## src/rtl/expmod_result_serializer.sv

```systemverilog
`default_nettype none
// ============================================================================
// Module      : expmod_result_serializer
// Description : Captures WIDTH-bit results from the modular-exponentiation
//               engine into a small FIFO and serializes each word MSB-first
//               as 8-bit beats on a valid/ready byte stream. Results that
//               arrive with no FIFO space are dropped and flagged by a sticky
//               overflow bit.
//               Optional framing (macro EXPMOD_SERIALIZER_FRAME_EN): each word
//               is sent as 0xA5, the data bytes, then an XOR checksum byte.
// Revision    : 1.0 - initial release
// ============================================================================
module expmod_result_serializer #(
    parameter int WIDTH = 32,   // multiple of 8, minimum 8
    parameter int DEPTH = 4     // power of 2, minimum 2
) (
    input  logic                         clk_in,
    input  logic                         rst_n_in,
    input  logic [WIDTH-1:0]             value_in,
    input  logic                         valid_in,
    input  logic                         clear_overflow_in,
    output logic [7:0]                   byte_out,
    output logic                         byte_valid_out,
    input  logic                         byte_ready_in,
    output logic                         busy_out,
    output logic [$clog2(DEPTH+1)-1:0]   count_out,
    output logic                         overflow_out
);

    localparam int c_PTR_W   = $clog2(DEPTH);
    localparam int c_CNT_W   = $clog2(DEPTH + 1);
    localparam int c_NBYTES  = WIDTH / 8;
    localparam int c_BCNT_W  = $clog2(c_NBYTES + 1);

    localparam logic [c_CNT_W-1:0]  c_DEPTH_CNT  = c_CNT_W'(DEPTH);
    localparam logic [c_BCNT_W-1:0] c_NBYTES_CNT = c_BCNT_W'(c_NBYTES);

    localparam logic [1:0] c_ST_IDLE = 2'd0;
    localparam logic [1:0] c_ST_SEND = 2'd1;
`ifdef EXPMOD_SERIALIZER_FRAME_EN
    localparam logic [1:0] c_ST_SYNC = 2'd2;
    localparam logic [1:0] c_ST_CSUM = 2'd3;
    localparam logic [7:0] c_SYNC_BYTE = 8'hA5;
`endif

    // FIFO storage and bookkeeping
    logic [WIDTH-1:0]    r_mem [DEPTH];
    logic [c_PTR_W-1:0]  r_wr_ptr;
    logic [c_PTR_W-1:0]  r_rd_ptr;
    logic [c_CNT_W-1:0]  r_count;
    logic                r_overflow;

    // Serializer datapath
    logic [1:0]          r_state;
    logic [1:0]          w_next_state;
    logic [WIDTH-1:0]    r_shift;
    logic [c_BCNT_W-1:0] r_bytes_left;
`ifdef EXPMOD_SERIALIZER_FRAME_EN
    logic [7:0]          r_csum;
`endif

    logic w_pop;
    logic w_push;
    logic w_drop;
    logic w_fire;
    logic w_last_data;

    // The FSM only pops from IDLE; a full FIFO still has room when that pop
    // lands in the same cycle as the incoming result.
    assign w_pop       = (r_state == c_ST_IDLE) && (r_count != '0);
    assign w_push      = valid_in && ((r_count < c_DEPTH_CNT) || w_pop);
    assign w_drop      = valid_in && !w_push;
    assign w_fire      = byte_valid_out && byte_ready_in;
    assign w_last_data = (r_bytes_left == c_BCNT_W'(1));

    assign busy_out     = (r_state != c_ST_IDLE) || (r_count != '0);
    assign count_out    = r_count;
    assign overflow_out = r_overflow;

    // FIFO data write; contents are don't-care until the pointers say otherwise
    always_ff @(posedge clk_in) begin
        if (w_push) begin
            r_mem[r_wr_ptr] <= value_in;
        end
    end

    // FIFO pointers and occupancy; pointers wrap naturally as DEPTH is 2^n
    always_ff @(posedge clk_in or negedge rst_n_in) begin
        if (!rst_n_in) begin
            r_wr_ptr <= '0;
            r_rd_ptr <= '0;
            r_count  <= '0;
        end else begin
            if (w_push) begin
                r_wr_ptr <= r_wr_ptr + 1'b1;
            end
            if (w_pop) begin
                r_rd_ptr <= r_rd_ptr + 1'b1;
            end
            case ({w_push, w_pop})
                2'b10:   r_count <= r_count + 1'b1;
                2'b01:   r_count <= r_count - 1'b1;
                default: r_count <= r_count;
            endcase
        end
    end

    // Sticky overflow flag; a drop in the same cycle as a clear keeps it set
    always_ff @(posedge clk_in or negedge rst_n_in) begin
        if (!rst_n_in) begin
            r_overflow <= 1'b0;
        end else if (w_drop) begin
            r_overflow <= 1'b1;
        end else if (clear_overflow_in) begin
            r_overflow <= 1'b0;
        end
    end

    // FSM state register
    always_ff @(posedge clk_in or negedge rst_n_in) begin
        if (!rst_n_in) begin
            r_state <= c_ST_IDLE;
        end else begin
            r_state <= w_next_state;
        end
    end

    // FSM next-state logic
    always_comb begin
        w_next_state = r_state;
        case (r_state)
            c_ST_IDLE: begin
                if (w_pop) begin
`ifdef EXPMOD_SERIALIZER_FRAME_EN
                    w_next_state = c_ST_SYNC;
`else
                    w_next_state = c_ST_SEND;
`endif
                end
            end
`ifdef EXPMOD_SERIALIZER_FRAME_EN
            c_ST_SYNC: begin
                if (w_fire) begin
                    w_next_state = c_ST_SEND;
                end
            end
            c_ST_SEND: begin
                if (w_fire && w_last_data) begin
                    w_next_state = c_ST_CSUM;
                end
            end
            c_ST_CSUM: begin
                if (w_fire) begin
                    w_next_state = c_ST_IDLE;
                end
            end
`else
            c_ST_SEND: begin
                if (w_fire && w_last_data) begin
                    w_next_state = c_ST_IDLE;
                end
            end
`endif
            default: w_next_state = c_ST_IDLE;
        endcase
    end

    // FSM outputs: purely a function of registered state, never of ready
    always_comb begin
        byte_valid_out = (r_state != c_ST_IDLE);
        byte_out       = 8'h00;
        case (r_state)
            c_ST_SEND: byte_out = r_shift[WIDTH-1 -: 8];
`ifdef EXPMOD_SERIALIZER_FRAME_EN
            c_ST_SYNC: byte_out = c_SYNC_BYTE;
            c_ST_CSUM: byte_out = r_csum;
`endif
            default:   byte_out = 8'h00;
        endcase
    end

    // Shift register and byte counter: load on pop, advance on each data handshake
    always_ff @(posedge clk_in or negedge rst_n_in) begin
        if (!rst_n_in) begin
            r_shift      <= '0;
            r_bytes_left <= '0;
        end else if (w_pop) begin
            r_shift      <= r_mem[r_rd_ptr];
            r_bytes_left <= c_NBYTES_CNT;
        end else if ((r_state == c_ST_SEND) && w_fire) begin
            r_shift      <= r_shift << 8;
            r_bytes_left <= r_bytes_left - 1'b1;
        end
    end

`ifdef EXPMOD_SERIALIZER_FRAME_EN
    // Running XOR of the data bytes actually handed to the consumer
    always_ff @(posedge clk_in or negedge rst_n_in) begin
        if (!rst_n_in) begin
            r_csum <= 8'h00;
        end else if (w_pop) begin
            r_csum <= 8'h00;
        end else if ((r_state == c_ST_SEND) && w_fire) begin
            r_csum <= r_csum ^ r_shift[WIDTH-1 -: 8];
        end
    end
`endif

endmodule
`default_nettype wire
```

## config.mk

```make
export PLATFORM = sky130hd
export DESIGN_NAME = expmod_result_serializer
export DESIGN_NICKNAME = d
export VERILOG_FILES = /design/src/rtl/expmod_result_serializer.sv
export SDC_FILE = /design/constraint.sdc
export NUM_CORES = 1
export LEC_CHECK = 0
export ABC_AREA = 1
export CORE_UTILIZATION = 51
export CTS_CLUSTER_DIAMETER = 200
export DETAILED_ROUTE_END_ITERATION = 8
export GPL_TIMING_DRIVEN = 0
export PLACE_DENSITY_LB_ADDON = 0.3
export RECOVER_POWER = 100
export SLEW_MARGIN = 10
export SYNTH_ARGS = -nofsm -noshare
export SYNTH_HDL_FRONTEND = slang
export SYNTH_SLANG_ARGS = --single-unit
```

## constraint.sdc

```tcl
create_clock -name clk_in -period 5 [get_ports clk_in]
set_input_delay 1 -clock clk_in [delete_from_list [all_inputs] [get_ports clk_in]]
set_output_delay 1 -clock clk_in [all_outputs]
set_load 0.02 [all_outputs]
```

# Word-level counts from Yosys, hierarchy flattened
# Memories as Yosys holds them, arrays and structs flattened.
# Cells that the tools add are included.
word_totals:
  ff_bits: 45
  mem_bits_rw: 128
  out_inout_bits: 14
  memories: 1
memory_table:
  columns: ["name", "depth", "word_bits", "rd", "rd_clocked_by_memory_dff", "wr", "line", "source"]
  rows:
  - ["r_mem", 4, 32, 1, 0, 1, "47", "logic [WIDTH-1:0] r_mem [DEPTH];"]
op_classes:
  n_addsub: 5
  order_cmp: 1
  eq_ne: 6
  n_mux: 13
  n_reduce_logical: 16
op_table:
  columns: ["cell", "count"]
  rows:
  - ["$mux W32", 2]
  - ["$mux W8", 1]
  - ["$reduce_bool A2 Y1", 4]
  - ["$logic_and A1 B1 Y1", 6]
  - ["$mux W3", 2]
  - ["$pmux W3 S2", 1]
  - ["$sub A3 B1 Y3 const B", 2]
  - ["$add A2 B1 Y2 const B", 2]
  - ["$eq A2 B1 Y1 const B", 2]
  - ["$mux W1", 4]
  - ["$mux W2", 2]
  - ["$ne A2 B2 Y1 const B", 2]
  - ["$pmux W2 S2", 1]
  - ["$add A3 B1 Y3 const B", 1]
  - ["$eq A3 B1 Y1 const B", 1]
  - ["$lt A3 B3 Y1 const B", 1]
  - ["$reduce_bool A3 Y1", 1]
  - ["$eq A2 B2 Y1 const B", 1]
  - ["$logic_not A2 Y1", 1]
  - ["$logic_or A1 B1 Y1", 2]
  - ["$reduce_and A2 Y1", 1]
  - ["$logic_not A1 Y1", 1]

# Longest topological paths before layout
# Gate-level depths: netlist (run 1).
depth:
  depth_word: 7
  depth_mapped: 9
  depth_no_buf: 8

# Least setup slack after synthesis (run 1)
# Ideal clock, no wire load.
synth_timing:
  kind: "input port to flip-flop"
  startpoint: "input port valid_in"
  endpoint: "memory r_mem[0][0] (enable)"
  setup_ps: 421
  t_arrival_ps: 2467
  required_time_ps: 4579
  setup_slack_ps: 2111
  cell_stages: 2
  path_buffers: 0
  path_cell_list: "o21ai_2 nor2_1"
synth_between:
  elab_chain_cells: 3
synth_rtl:
  columns: ["item", "line", "source"]
  rows:
  - ["start: declaration", "20", "input logic valid_in,"]
  - ["$logic_and A1 B1 Y1", "71", "assign w_push = valid_in && ((r_count < c_DEPTH_CNT) || w_pop);"]
  - ["$mux W1", "82", "if (w_push) begin"]
  - ["$mux W1 (implied by the code)", "83", "r_mem[r_wr_ptr] <= value_in;"]
  - ["end: declaration", "47", null]
# No other way between the ends.

# Worst setup path in the final report (run 1)
layout_timing:
  startpoint: "input port valid_in"
  endpoint: "memory r_mem[2][3] (enable)"
# The elaborated chain is that of the path after synthesis.

==> impl_metrics.yaml, run 1 <==
status:
  status: "finished, violations left"
  violations_in_the_final_reports: "capacitance limit, slew limit"
clock_network:
  total_clock_buffers_created_by_cts: 17
  cts.clk_slew.worst_paths_ns: 0.06
  clock_insertion_delay_worst_skew_ns: 0.42
  root_buffer: "clkbuf_16"
  htree_levels: 4
  post-cts-setup-buffers: 0
  cts_hold_buf: 0
  tritoncts: "built"
  clock_tree.buffer_depth: 2
  cts.repair.resized: 0
  tritoncts_num_sinks: 172
placed_design:
  globalplace.congestion: 0.812
  pre_cts_ws_ns: 1.99
  port-buffer-count: 50
  detailed_place_hpwl_um: 10000
floorplanning:
  fp.dieH_um: 120
  ios: 51
  placement_rows: 42
  core-area_um2: 13400
  die-area_um2: 14400
  initial_utilization_pct: 53.1
  chipWidth_um: 120
routing:
  avgViaCountPerCell: 5.32
  drt_first_iter_violations: 349
  drt_first_pass_iters: 5
  drc: 0
  dr_total_vias: 4823
  drt_wl_total_um: 15500
  wire_per_inst_um: 17.1
  detail-route-antenna-nets: 0
worst_setup_path:
  endpoint_kind: "register"
  critical_path.startpoint_type: "primary input"
  worstPathRequired_ns: 5.12
  cp.arrival_ns: 3.44
  path_max_fanout: 20
  worstSetupPathType: "primary input to register"
timing:
  final_critical_path_required_period_ns: 3.32
  grt_setup_unrepaired: "no"
  final.setup_skew_ns: 0.00665
  fin_worst_hold_slack_ns: 0.491
  slew_headroom_pct: -22.4
  setup_total_negative_slack_ns: 0
  period_share_pct: 66.4
  layout_setup_ws_ns: 1.68
  report.final.setup_viol: 0
  fmax_ghz: 0.301
  finalMaxSlewViolations: 61
  timing.final.hold_violations: 0
  max_slew.worst_pin.slew_ns: 1.84
pwr:
  powerDensity_nw_per_um2: 551
  fin_total_pwr_uw: 4670
  vdd.ir_drop.worst_mv: 0.262
  static-leakage-power_uw: 0.00349
layout:
  utilization_pct: 63.2
  final_net_count: 762
  flow.area_growth_from_synthesis_pct: 19.0
  drive_gt1_share_pct: 7.81
  final.fill_count: 1028
  antenna_cells: 0
logic_synthesis:
  number_of_standard_cells_after_synthesis: 643
  synthesis.yosys.warnings: 0
  syn_area_um2: 7120
  synth.ff_latch_count: 172
  synth.avg_cell_area_um2: 11.1
  post-synth-top-area-cell: "edfxtp_1"
  yosysUniqueCellTypes: 26
  postSynth.asyncResetShare_pct: 25.6
  synth.cells.most_frequent: "211 x nand2_1, 128 x edfxtp_1, 117 x nand3_1"
  dominant_cell_by_count_in_the_synthesized_netlist: "nand2_1"
  ys_seq_area_share_pct: 69.5
  synth_area_leaders: "edfxtp_1 54%, dfrtp_1 15%, nand2_1 11%"
  syn-num-nets: 688
  number_of_enable_type_register_cells_in_the_synthesized_netlist: 128
  synthFlopType: "edfxtp_1"
  synthDominantCellAreaShare_pct: 54.0
global_routing:
  antenna_found_initial: 0
  number_of_global_route_vias_before_repair: 4831
  grt_pass1_wl_um: 24500
  grt_max_degree: 35
  total_global_routing_overflow: 0
  groute.usage.overall_pct: 23.3
worst_hold_path:
  hold_class: "register to register"
job:
  max_cap_violations: 3
[stage by stage]
| step | instances | cell area [um^2] |
|---|---|---|
| 6_report | 906 | 8470 |
| 5_1_grt | 906 | 8470 |
| 4_1_cts | 906 | 8560 |
| 3_5_place_dp | 874 | 7980 |
| 3_3_place_gp | 869 | 7840 |
| 2_1_floorplan | 643 | 7120 |
[final timing paths]
check | startpoint | to | slack [ns] | depth (start not counted)
setup / recovery | valid_in | r_mem[2][3] | 1.68 | 4
hold reg to reg | r_shift[20] | r_shift[28] | 0.49 | 2
setup reg to reg | r_state[0] | r_mem[2][3] | 2.25 | 4
hold / removal | r_shift[20] | r_shift[28] | 0.49 | 2
max in group asynchronous | rst_n_in | r_shift[23] | 2.31 | 2
min in group asynchronous | rst_n_in | count_out[2] | 0.57 | 1
[registers in the layout, indices dropped and copies added, names as in the netlist]
signal and count:
r_mem 128, count_out 3, r_rd_ptr 2, r_state 1, r_bytes_left 3, r_shift 32
r_wr_ptr 2, overflow_out 1
[final cells by class]
| type | count | area, um^2 | share of cell area [%] |
|---|---|---|---|
| Timing Repair Buffer | 55 | 593 | 7.00 |
| Buffer | 31 | 180 | 2.13 |
| Multi-Input combinational cell | 383 | 1730 | 20.5 |
| Tap cell | 176 | 220 | 2.60 |
| Clock inverter | 5 | 56.3 | 0.665 |
| Sequential cell | 172 | 4940 | 58.4 |
| Clock buffer | 27 | 526 | 6.21 |
| Inverter | 57 | 215 | 2.54 |
[cells in the final DEF, fill, tap and decap left out]
cell	netlist	final
xnor2_1	1	1
ha_1	7	7
clkdlybuf4s50_1	0	1
dlygate4sd3_1	0	48
bufinv_16	0	1
o21ai_0	16	19
clkinvlp_4	0	3
nand2_1	211	213
or2_2	1	1
inv_2	1	1
inv_1	55	55
nor2_4	1	1
nand3_1	117	117
xor2_1	2	2
o21ai_1	5	3
o21bai_1	1	1
nand2_4	2	1
a21oi_1	2	3
clkinvlp_2	0	1
nand2_2	2	1
edfxtp_1	128	128
buf_2	15	12
clkbuf_1	4	17
buf_16	0	2
dfrtp_1	44	44
buf_4	7	7
nor2_1	12	12
clkbuf_16	0	19
buf_6	5	3
buf_12	0	2
fa_1	1	1
clkinv_1	0	1
clkbuf_8	0	2
[power breakdown]
| part | internal [uW] | leakage, uW | total [uW] | switching [uW] |
|---|---|---|---|---|
| sequential | 1830 | 0.00173 | 1940 | 110 |
| combinational | 481 | 0.00149 | 1440 | 962 |
| clock | 771 | 0.000272 | 1280 | 509 |
[cells by family after synthesis]
group,after synthesis,share of synthesized area [%]
and+or+nand+nor,346,20.7
AOI/OAI and AO/OA,26,2.07
buffers and inverters,88,5.84
adders and majority gates,8,1.51
DFF,172,69.5
xor gates and xnor gates,3,0.369
[critical path, stage by stage]
cell	delay (ns)
dlygate4sd3_1	0.55
o21ai_0	0.32
nor2_1	1.30
buf_16	0.27
[metal layers]
metal  vias to the layer above  routed length [um]  GRT usage (%)
li1                       2291                   -              -
met1                      2329                6640           29.5
met2                       172                7620           38.8
met3                        31                 851           4.80
met4                         0                 355           10.2
met5                         -                   0              0
Note: power is estimated with default switching activity, not from simulation.
==> inputs of run 2 (changes only) <==
==> constraint.sdc (replaced) <==
create_clock -name clk_in -period 2.9 [get_ports clk_in]
set_input_delay 0.58 -clock clk_in [delete_from_list [all_inputs] [get_ports clk_in]]
set_output_delay 0.58 -clock clk_in [all_outputs]
set_load 0.02 [all_outputs]
==> run 2 against run 1 <==
  * The flow still finishes with violations (capacitance limit, slew limit)
  * Clock power increased by 72%
  * Power grew 72%
  * First-iteration DRC count is 13% higher
  * Highest routed layer unchanged
  * Core utilization up 0.19 points
  * Routed wire length is essentially flat
==> impl_metrics.yaml, run 2 (synthesis results as in run 1) <==
floorplanning:
  fp.dieH_um: 120
  die-area_um2: 14400
  placement_rows: 42
  core-area_um2: 13400
  ios: 51
  chipWidth_um: 120
  initial_utilization_pct: 53.1
worst_setup_path:
  worstPathRequired_ns: 3.02
  slowest_delay_ns: 1.18
  crit_slowest_cell: "nor2_1"
  cp.arrival_ns: 2.74
  worst_path_dominant_cell_family: "simple AND/OR/NAND/NOR gates"
  endpoint_kind: "register"
  critical_path_buf_inv_count: 2
  ordered_list_of_cells_on_the_worst_path: "dlygate4sd3_1, o21ai_2, nor2_1, buf_16"
  worstSetupPathType: "primary input to register"
  critical_path.startpoint_type: "primary input"
  path_max_fanout: 20
status:
  violations_in_the_final_reports: "capacitance limit, slew limit"
  status: "finished, violations left"
worst_hold_path:
  hold_class: "primary input to asynchronous set/reset pin"
routing:
  drt_wl_total_um: 15500
  drc: 0
  drt_first_pass_iters: 5
  wire_per_inst_um: 17.1
  detail-route-antenna-nets: 0
  drt_first_iter_violations: 393
  dr_total_vias: 4831
  avgViaCountPerCell: 5.33
clock_network:
  total_clock_buffers_created_by_cts: 17
  post-cts-setup-buffers: 0
  tritoncts: "built"
  clock_insertion_delay_worst_skew_ns: 0.43
  clock_tree.buffer_depth: 2
  cts_hold_buf: 0
  tritoncts_num_sinks: 172
  root_buffer: "clkbuf_16"
  htree_levels: 4
  cts.clk_slew.worst_paths_ns: 0.06
  cts.repair.resized: 0
timing:
  max_slew.worst_pin.slew_ns: 1.56
  fmax_ghz: 0.382
  timing.final.hold_violations: 0
  period_share_pct: 90.2
  final_critical_path_required_period_ns: 2.62
  finalMaxSlewViolations: 13
  report.final.setup_viol: 0
  slew_headroom_pct: -4.42
  final.setup_skew_ns: 0.00585
  setup_total_negative_slack_ns: 0
  grt_setup_unrepaired: "no"
  layout_setup_ws_ns: 0.283
layout:
  final_net_count: 762
  largest_register_ffs: 128
  drive_gt1_share_pct: 8.36
  utilization_pct: 63.4
  flow.area_growth_from_synthesis_pct: 19.3
  max_flop_register: "r_mem"
  final.fill_count: 1024
  final_cell_mix: "213 x nand2_1, 128 x edfxtp_1, 117 x nand3_1"
  layout_commonest_cell: "nand2_1"
  antenna_cells: 0
  top_regs: "r_mem (128), r_shift (32)"
pwr:
  vdd.ir_drop.worst_mv: 0.450
  static-leakage-power_uw: 0.00350
  powerDensity_nw_per_um2: 947
placed_design:
  detailed_place_hpwl_um: 10000
  port-buffer-count: 50
  globalplace.congestion: 0.812
  pre_cts_ws_ns: 0.310
job:
  max_cap_violations: 2
global_routing:
  antenna_found_initial: 0
  grt_pass1_wl_um: 24500
  total_global_routing_overflow: 0
  groute.usage.overall_pct: 23.3
  grt_max_degree: 35
  number_of_global_route_vias_before_repair: 4831
[run 2: worst reg2reg max path, cell delays in order, from the launching register on]
cell and delay, ns:
dfrtp_1 0.41, inv_1 0.14, ha_1 0.17, inv_1 0.04
nor2_1 1.16, buf_16 0.27
[run 2: power by group]
| group | total, uW | switching (uW) | internal [uW] |
|---|---|---|---|
| clock | 2200 | 876 | 1330 |
| combinational | 2500 | 1660 | 837 |
| sequential | 3340 | 181 | 3160 |
| total | 8050 | 2720 | 5320 |
[run 2: area by class of cell]
class	count	area, um^2	share of cell area [%]
plain buffers	31	186	2.20
well taps	176	220	2.59
flip-flops and latches	172	4940	58.2
repair buffers	55	609	7.18
clock inverters	5	56.3	0.663
clock buffers	27	526	6.19
multi-input cells	383	1730	20.4
inverters	57	215	2.53
[run 2: worst paths after layout]
path | startpoint | endpoint | slack [ns] | cells past startpoint
max in group asynchronous | rst_n_in | r_shift[23] | 2.07 | 2
worst max-delay path | valid_in | r_mem[2][3] | 0.28 | 4
worst max register to register | r_wr_ptr[0] | r_mem[2][3] | 0.41 | 5
min in group clk_in | r_shift[8] | r_shift[8] | 0.49 | 2
worst min register to register | r_shift[8] | r_shift[8] | 0.49 | 2
worst min-delay path | rst_n_in | count_out[0] | 0.19 | 1
[run 2: through the flow]
stage / std cells / instance area (um^2) / hold slack [ns] / power, uW
3_5_place_dp: 874 / 7980 / 0.475 / 5970
6_report: 906 / 8490 / 0.191 / 8050
5_1_grt: 906 / 8490 / 0.226 / 8480
4_1_cts: 906 / 8560 / 0.0325 / 8180
2_1_floorplan: 643 / 7120 / 0.284 / 5010
3_3_place_gp: 869 / 7840 / 0.462 / 5790
[run 2: per-layer routing]
metal | global-route usage [%] | up-vias | share of wire, %
met5 | 0 | - | 0
met4 | 10.2 | 0 | 2.3
met3 | 4.80 | 31 | 6.3
met2 | 38.8 | 196 | 49
met1 | 29.5 | 2315 | 42
li1 | - | 2289 | -
